## src/rtl/y_mux_rr.sv

```systemverilog
// y_mux_rr: N-channel, W-bit registered multiplexer with valid/ready on every
// input and on the output. Selection is either a fixed external index or a
// round-robin scan. One cycle of latency, back-pressure, and a wrapping count
// of completed output transfers.
module y_mux_rr #(
  parameter  int W    = 8,
  parameter  int N    = 4,
  parameter  int CNTW = 16,
  localparam int SELW = $clog2(N)
) (
  input  logic              clk,
  input  logic              reset,
  input  logic [N*W-1:0]    in_data,
  input  logic [N-1:0]      in_valid,
  output logic [N-1:0]      in_ready,
  input  logic              mode,
  input  logic [SELW-1:0]   sel,
  output logic [W-1:0]      out_data,
  output logic [SELW-1:0]   out_chan,
  output logic              out_valid,
  input  logic              out_ready,
  output logic [CNTW-1:0]   xfer_cnt
);

  logic [W-1:0]    out_data_q, out_data_d;
  logic [SELW-1:0] out_chan_q, out_chan_d;
  logic            out_valid_q, out_valid_d;
  logic [CNTW-1:0] xfer_cnt_q, xfer_cnt_d;
  logic [SELW-1:0] rr_ptr_q, rr_ptr_d;

  logic            grant_vld;
  logic [SELW-1:0] grant_idx;
  logic            load_en;
  logic            in_xfer;
  logic            out_xfer;
  logic [W-1:0]    load_data;

  // The output register can take a new beat when it is empty or being drained.
  assign load_en  = !out_valid_q || out_ready;
  assign in_xfer  = grant_vld && load_en && !reset;
  assign out_xfer = out_valid_q && out_ready;

  // Pick the channel to serve: the external index in fixed mode, otherwise the
  // first valid channel found scanning upward from the round-robin pointer.
  // The round-robin loop runs from the far end back toward the pointer so the
  // nearest valid channel is the last (and winning) assignment.
  always_comb begin
    grant_vld = 1'b0;
    grant_idx = '0;
    if (mode) begin
      for (int k = N - 1; k >= 0; k--) begin
        if (in_valid[(int'(rr_ptr_q) + k) % N]) begin
          grant_vld = 1'b1;
          grant_idx = SELW'((int'(rr_ptr_q) + k) % N);
        end
      end
    end else begin
      for (int c = 0; c < N; c++) begin
        if (sel == SELW'(c) && in_valid[c]) begin
          grant_vld = 1'b1;
          grant_idx = SELW'(c);
        end
      end
    end
  end

  // Extract the granted channel's data and raise ready only on that channel;
  // ready stays low during reset and whenever the output register is stalled.
  always_comb begin
    load_data = '0;
    in_ready  = '0;
    for (int c = 0; c < N; c++) begin
      if (grant_idx == SELW'(c)) begin
        load_data   = in_data[c*W +: W];
        in_ready[c] = in_xfer;
      end
    end
  end

  // Next-state for the output register, round-robin pointer and transfer count.
  // A load in the same cycle as a drain simply replaces the beat, keeping
  // out_valid high for full one-beat-per-cycle throughput.
  always_comb begin
    out_data_d  = out_data_q;
    out_chan_d  = out_chan_q;
    out_valid_d = out_valid_q;
    xfer_cnt_d  = xfer_cnt_q;
    rr_ptr_d    = rr_ptr_q;

    if (out_xfer) begin
      xfer_cnt_d  = xfer_cnt_q + CNTW'(1);
      out_valid_d = 1'b0;
    end

    if (in_xfer) begin
      out_data_d  = load_data;
      out_chan_d  = grant_idx;
      out_valid_d = 1'b1;
      if (mode) begin
        if (grant_idx == SELW'(N - 1)) begin
          rr_ptr_d = '0;
        end else begin
          rr_ptr_d = grant_idx + SELW'(1);
        end
      end
    end
  end

  // State registers with synchronous reset; reset discards any held beat.
  always_ff @(posedge clk) begin
    if (reset) begin
      out_data_q  <= '0;
      out_chan_q  <= '0;
      out_valid_q <= 1'b0;
      xfer_cnt_q  <= '0;
      rr_ptr_q    <= '0;
    end else begin
      out_data_q  <= out_data_d;
      out_chan_q  <= out_chan_d;
      out_valid_q <= out_valid_d;
      xfer_cnt_q  <= xfer_cnt_d;
      rr_ptr_q    <= rr_ptr_d;
    end
  end

  assign out_data  = out_data_q;
  assign out_chan  = out_chan_q;
  assign out_valid = out_valid_q;
  assign xfer_cnt  = xfer_cnt_q;

endmodule

```

## config.mk

```make
export PLATFORM = sky130hd
export DESIGN_NAME = y_mux_rr
export DESIGN_NICKNAME = d
export VERILOG_FILES = /design/src/rtl/y_mux_rr.sv
export SDC_FILE = /design/constraint.sdc
export NUM_CORES = 1
export LEC_CHECK = 0
export CAP_MARGIN = 40
export CORE_UTILIZATION = 30
export CTS_CLUSTER_DIAMETER = 50
export DETAILED_ROUTE_END_ITERATION = 16
export PLACE_DENSITY = 0.7
export SLEW_MARGIN = 0
export SYNTH_ARGS = -nofsm -noshare
export SYNTH_HDL_FRONTEND = slang
export SYNTH_SLANG_ARGS = --single-unit
```

## constraint.sdc

```tcl
create_clock -name clk -period 2.3 [get_ports clk]
set_input_delay 0.345 -clock clk [delete_from_list [all_inputs] [get_ports clk]]
set_output_delay 0.345 -clock clk [all_outputs]
set_load 0.005 [all_outputs]
```

==> Word-level counts from Yosys, hierarchy flattened <==
Cells that the tools add are included.
Widths: inputs -> output; s select.
{ "op_classes": {"n_addsub": 5, "n_lt_le_gt_ge": 4, "eq_ne": 6, "muxes": 39, "n_bitwise": 3, "reduce_logical": 17} }
{ "op_table": {"columns": ["op", "count"], "rows": [
  ["$mux 8", 4],
  ["$mux 1", 23],
  ["$add 16x1->16 const B", 1],
  ["$mux 2", 8],
  ["$lt 3x4->1 const B", 3],
  ["$bmux 1 s2", 4],
  ["$eq 2x2->1 const B", 4],
  ["$logic_and 1x1->1", 7],
  ["$reduce_or 2->1", 3],
  ["$add 2x1->2 const B", 2],
  ["$add 2x2->2 const B", 2],
  ["$eq 2x1->1 const B", 2],
  ["$logic_not 2->1", 2],
  ["$and 1x1->1 const A", 3],
  ["$lt 2x3->1 const B", 1],
  ["$logic_not 1->1", 2],
  ["$reduce_and 2->1", 1],
  ["$reduce_bool 2->1", 1],
  ["$logic_or 1x1->1", 1]
]} }
{ "word_totals": {"register_bits": 29, "input_bits": 42, "output_inout_bits": 31, "elab_cells": 79} }

==> Depth between registers and ports, before layout <==
{ "depth": {"ltp_word": 16, "depth_mapped": 12, "depth_no_buf": 11} }

==> Least setup slack after synthesis <==
Ideal clock, no wire load.
{ "synth_path": {"path_kind": "input to register", "start": "in in_valid[1]", "end": "reg out_data_q[6] (netlist: out_data[6])", "setup_ns": 0.123, "arrival_time_ns": 2.078, "required_time_ns": 2.177, "path_slack_ns": 0.099, "stages": 12, "n_path_buf": 1, "cell_sequence": "inv_1 a22oi_1 o221a_2 a21oi_1 inv_1 ha_1 clkbuf_1 a21oi_1 o21ai_0 o21ai_0 o21ai_0 mux2_1"} }
{ "synth_via": {"elab_chain_cells": 13, "elab_cells_between_ends": 38, "cone_classes": "3 x eq/ne; 31 x mux; 4 x reduce/logical"} }
{ "synth_lines": {"columns": ["item", "line_no", "text"], "rows": [
  ["start: declaration", "14", "input logic [N-1:0] in_valid,"],
  ["$bmux 1 s2", "52", "if (in_valid[(int'(rr_ptr_q) + k) % N]) begin"],
  ["$mux 1 (not written as such) (2 in series)", "52", null],
  ["$mux 2 (4 in series)", "52", null],
  ["$mux 2 (*)", "50", "if (mode) begin"],
  ["net grant_idx[0]", "32", "logic [SELW-1:0] grant_idx;"],
  ["$logic_not 2->1", "73", "if (grant_idx == SELW'(c)) begin"],
  ["$mux 8 (3 in series)", "73", null],
  ["$mux 8 (*)", "73", null],
  ["end signal: assignment", "118", "out_data_q <= out_data_d;"],
  ["end: declaration", "25", "logic [W-1:0] out_data_q, out_data_d;"]
]} }
Mark *: on every way through the listed nets, which the timed path passes. The rest lies on a longest branch. The select of a mux whose other input is x is not followed.
A chain may end at the register's enable or synchronous reset.

==> Worst setup path after layout <==
{ "layout_path": {"start": "in sel[0]", "end": "reg out_data_q[6] (netlist: out_data[6])"} }
{ "layout_via": {"elab_cells_between_ends": 27, "cone_classes": "6 x eq/ne; 13 x mux; 8 x reduce/logical"} }
{ "layout_lines": {"columns": ["item", "line_no", "text"], "rows": [
  ["start: declaration", "17", "input logic [SELW-1:0] sel,"],
  ["$eq 2x2->1", "59", "if (sel == SELW'(c) && in_valid[c]) begin"],
  ["$logic_and 1x1->1", "59", null],
  ["$mux 2", "59", null],
  ["$mux 2 (*)", "59", null],
  ["$mux 2 (*)", "50", null],
  ["net grant_idx[1]", "32", null],
  ["$logic_not 2->1", "73", null],
  ["$mux 8 (3 in series)", "73", null],
  ["$mux 8 (*)", "73", null]
]} }
Mark *: on every way through the listed nets, which the timed path passes. The rest lies on a longest branch.

==> results.yml <==
power_and_ir_drop:
  power_leakage_nw: 1.14
  p_clk_share_pct: 28.0
  pwr-share-seq_pct: 39.4
  switchingPower_mw: 0.413
  power_mw: 1.43
  power_density_mw_per_mm2: 504
  combPwrFrac_pct: 32.6
  p_sw_share_pct: 28.8
  ir_drop_uv: 199
  p_int_mw: 1.02
routing:
  firstDrtPassIters: 4
  ant_nets: 0
  routedWlPerCell_um: 13.1
  vias_per_cell: 4.69
  drt-total-wl_um: 4690
  via_count: 1679
  drc_errors: 0
  initialDrtViolationCount: 50
logic_synthesis:
  synth_top_area_share_pct: 35.2
  netlist_area_mm2: 0.00165
  synthTopCellsByArea: "dfxtp_1, mux2i_1, xor2_1"
  async_flop_share_pct: 0
  netlist_instances: 191
  synth_area_leader_cell: "dfxtp_1"
  synth_ff_type: "dfxtp_1"
  synth_nets: 238
  ys_ff_latch: 29
  ys_warn_count: 0
  ys_seq_area_share_pct: 35.2
  ys_types: 41
  syn_area_per_cell_um2: 8.65
  synth_edf_count: 0
finish:
  drive_gt1_share_pct: 27.1
  n_fill_cell: 496
  multi_input_area_mm2: 0.00115
  fin_cells: 358
  diodes: 0
  synthToLayoutAreaGrowth_pct: 72.2
  regArea_um2: 586
  layout.nets: 334
  fin_area_mm2: 0.00284
clock_tree:
  clk_latency_ns: 0.28
  cts_root_buffer: "clkbuf_8"
  clkTransAtPathRegs_ns: 0.06
  cts_tree: "yes"
  cts_sinks: 29
  cts_buffer_depth: 2
  h-tree-depth: 2
  cts_inserted_buffers: 5
sta:
  slew-limit-headroom_pct: 74.9
  finalSetupViolations: 0
  worst_slew_pin_slew_ns: 0.373
  slew_viol_final: 0
  whs_ns: 0.479
  hold_viol: 0
  fmax_mhz: 442
  setup_slack_ns: 0.0368
  min_period_ns: 2.26
  timing.final.crit_share_pct: 98.4
  worst_clock_skew_ns: 0.00393
  rsz0062_at_grt: "true"
floorplanning:
  dieArea_mm2: 0.00581
  die_w_um: 76.2
  initial_core_util_pct: 31.7
  die_h_um: 76.2
  ios: 73
  core-area_mm2: 0.00520
  std_cell_rows: 26
hold_path:
  min_path_cells: 2
  min-delay-start: "out_data[3]"
  hp-class: "register to register"
  whs_endpoint: "out_data[3]"
grt:
  overflow: 0
  grt_use_total_pct: 16.6
  grt_pass1_vias: 1636
  grt_first_pass_wirelength_um: 7570
  antenna_found_initial: 0
  grt_max_degree: 30
placement:
  placed_cell_area_mm2: 0.00255
  pre_cts_slack_ns: -0.708
  place_congestion: 0.822
  dp_hpwl_um: 3340
  portBuffers: 72
  placed_cells: 343
worst_setup_path:
  cp_cell_sequence: "dlygate4sd2_1 -> mux2_4 -> a21oi_4 -> a31oi_4 -> buf_4 -> ha_2 -> buf_4 -> buf_4 -> a21oi_2 -> o21ai_0 -> o21ai_0 -> o21ai_1 -> mux2_1"
  r2r-start: "rr_ptr_q[0]"
  r2r_setup_slack_ns: 0.06
  cp_slowest_stage_delay_ns: 0.32
  cp-start-kind: "input port"
  crit_type: "input port to register"
  critPathSlowestCell: "mux2_4"
  cp_max_fo: 8
  crit_arrival_ns: 2.43
  r2r_cells: 13
  worst_path_most_repeated_cell: "buf_4"
  cp_data_required_time_ns: 2.47
  r2r-end: "out_data[6]"
  end_kind: "register"
run_status:
  status: "finished, final reports clean"
job:
  max_cap_violations: 0
cells in the final DEF, fill, tap and decap left out, types with 4 or more instances in the layout:
cell type,synthesis,layout
clkdlybuf4s50_1,0,61
dfxtp_1,29,27
nor2_1,25,25
buf_4,0,22
xor2_1,12,12
mux2i_1,11,11
nand2_1,10,10
a21oi_1,11,9
nand2b_1,8,8
nand3_1,7,7
and3_1,5,5
nor3_1,7,5
clkbuf_8,0,5
inv_2,1,4
o21ai_0,9,4
dlygate4sd2_1,0,4
flip-flops by register name, indices dropped and copies added, names as in the netlist:
register / cells
out_data: 8
out_valid: 1
out_chan: 2
xfer_cnt: 16
rr_ptr_q: 2
worst max-delay path: cells and delay by family:
kind | cells | cell delay (ns)
AOI/OAI and AO/OA | 6 | 0.57
adders and majority gates | 1 | 0.19
buffers and inverters | 4 | 0.71
muxes | 2 | 0.60
repair_timing:
item                       in CTS  in global routing
hold buffers                    0                  0
resized for setup              47                 19
setup buffers                   7                  0
setup endpoints to repair      12                 11
cloned                          0                  1
pin swaps                       8                  7
worst max-delay path by stage:
stage | from | end | cells past startpoint
floorplan | in_valid[1] | out_data[6] | 12
detailed placement | in_valid[2] | out_data[7] | 12
finish | sel[0] | out_data[6] | 13
global placement | in_valid[2] | out_data[1] | 12
CTS | in_valid[1] | in_ready[0] | 10
global route | sel[0] | out_data[6] | 13
area by class of cell:
cell class | instances | area share [%]
inverter | 7 | 0.924
tap | 70 | 3.08
multi-input combinational | 147 | 40.3
clock inverter | 2 | 0.352
sequential | 29 | 20.6
timing repair buffer | 97 | 32.2
clock buffer | 6 | 2.55
cell usage after synthesis, types with 4 or more instances:
cell      count
a21oi_1      11
a221oi_1      7
and3_1        5
clkbuf_1      4
dfxtp_1      29
ha_1          5
inv_1         5
mux2i_1      11
nand2_1      10
nand2b_1      8
nand3_1       7
nor2_1       25
nor2b_1       5
nor3_1        7
o21ai_0       9
xor2_1       12
cells by family (layout without fill, tap and decap cells):
logic type	count (synthesis)	in the layout	synth area share [%]
compound gates	35	35	15.2
xor+xnor	14	14	7.42
fa+ha+maj	5	5	3.79
buf+inv	15	112	4.09
flops	29	29	35.2
mux	14	14	8.94
simple gates	79	79	25.4
routing by layer:
layer	global-route usage [%]	wire [µm]
met4	7.50	72
met1	19.7	2110
met5	0	0
met2	28.2	2310
met3	4.07	207
power by group through the flow:
stage | sequential [mW] | clock [mW] | combinational [mW]
5_1_grt | 0.569 | 0.442 | 0.501
3_5_place_dp | 0.575 | 0 | 0.388
6_report | 0.565 | 0.401 | 0.467
4_1_cts | 0.566 | 0.418 | 0.422
3_3_place_gp | 0.574 | 0 | 0.383
2_1_floorplan | 0.573 | 0 | 0.171
stage by stage:
stage	setup TNS [ns]	util (%)
2_1_floorplan	0	-
3_3_place_gp	-6.72	49.1
3_5_place_dp	-7.99	49.1
4_1_cts	-0.0192	53.0
5_1_grt	-0.0287	54.6
6_report	0	54.6
No activity file was read; power rests on OpenSTA's default activity.
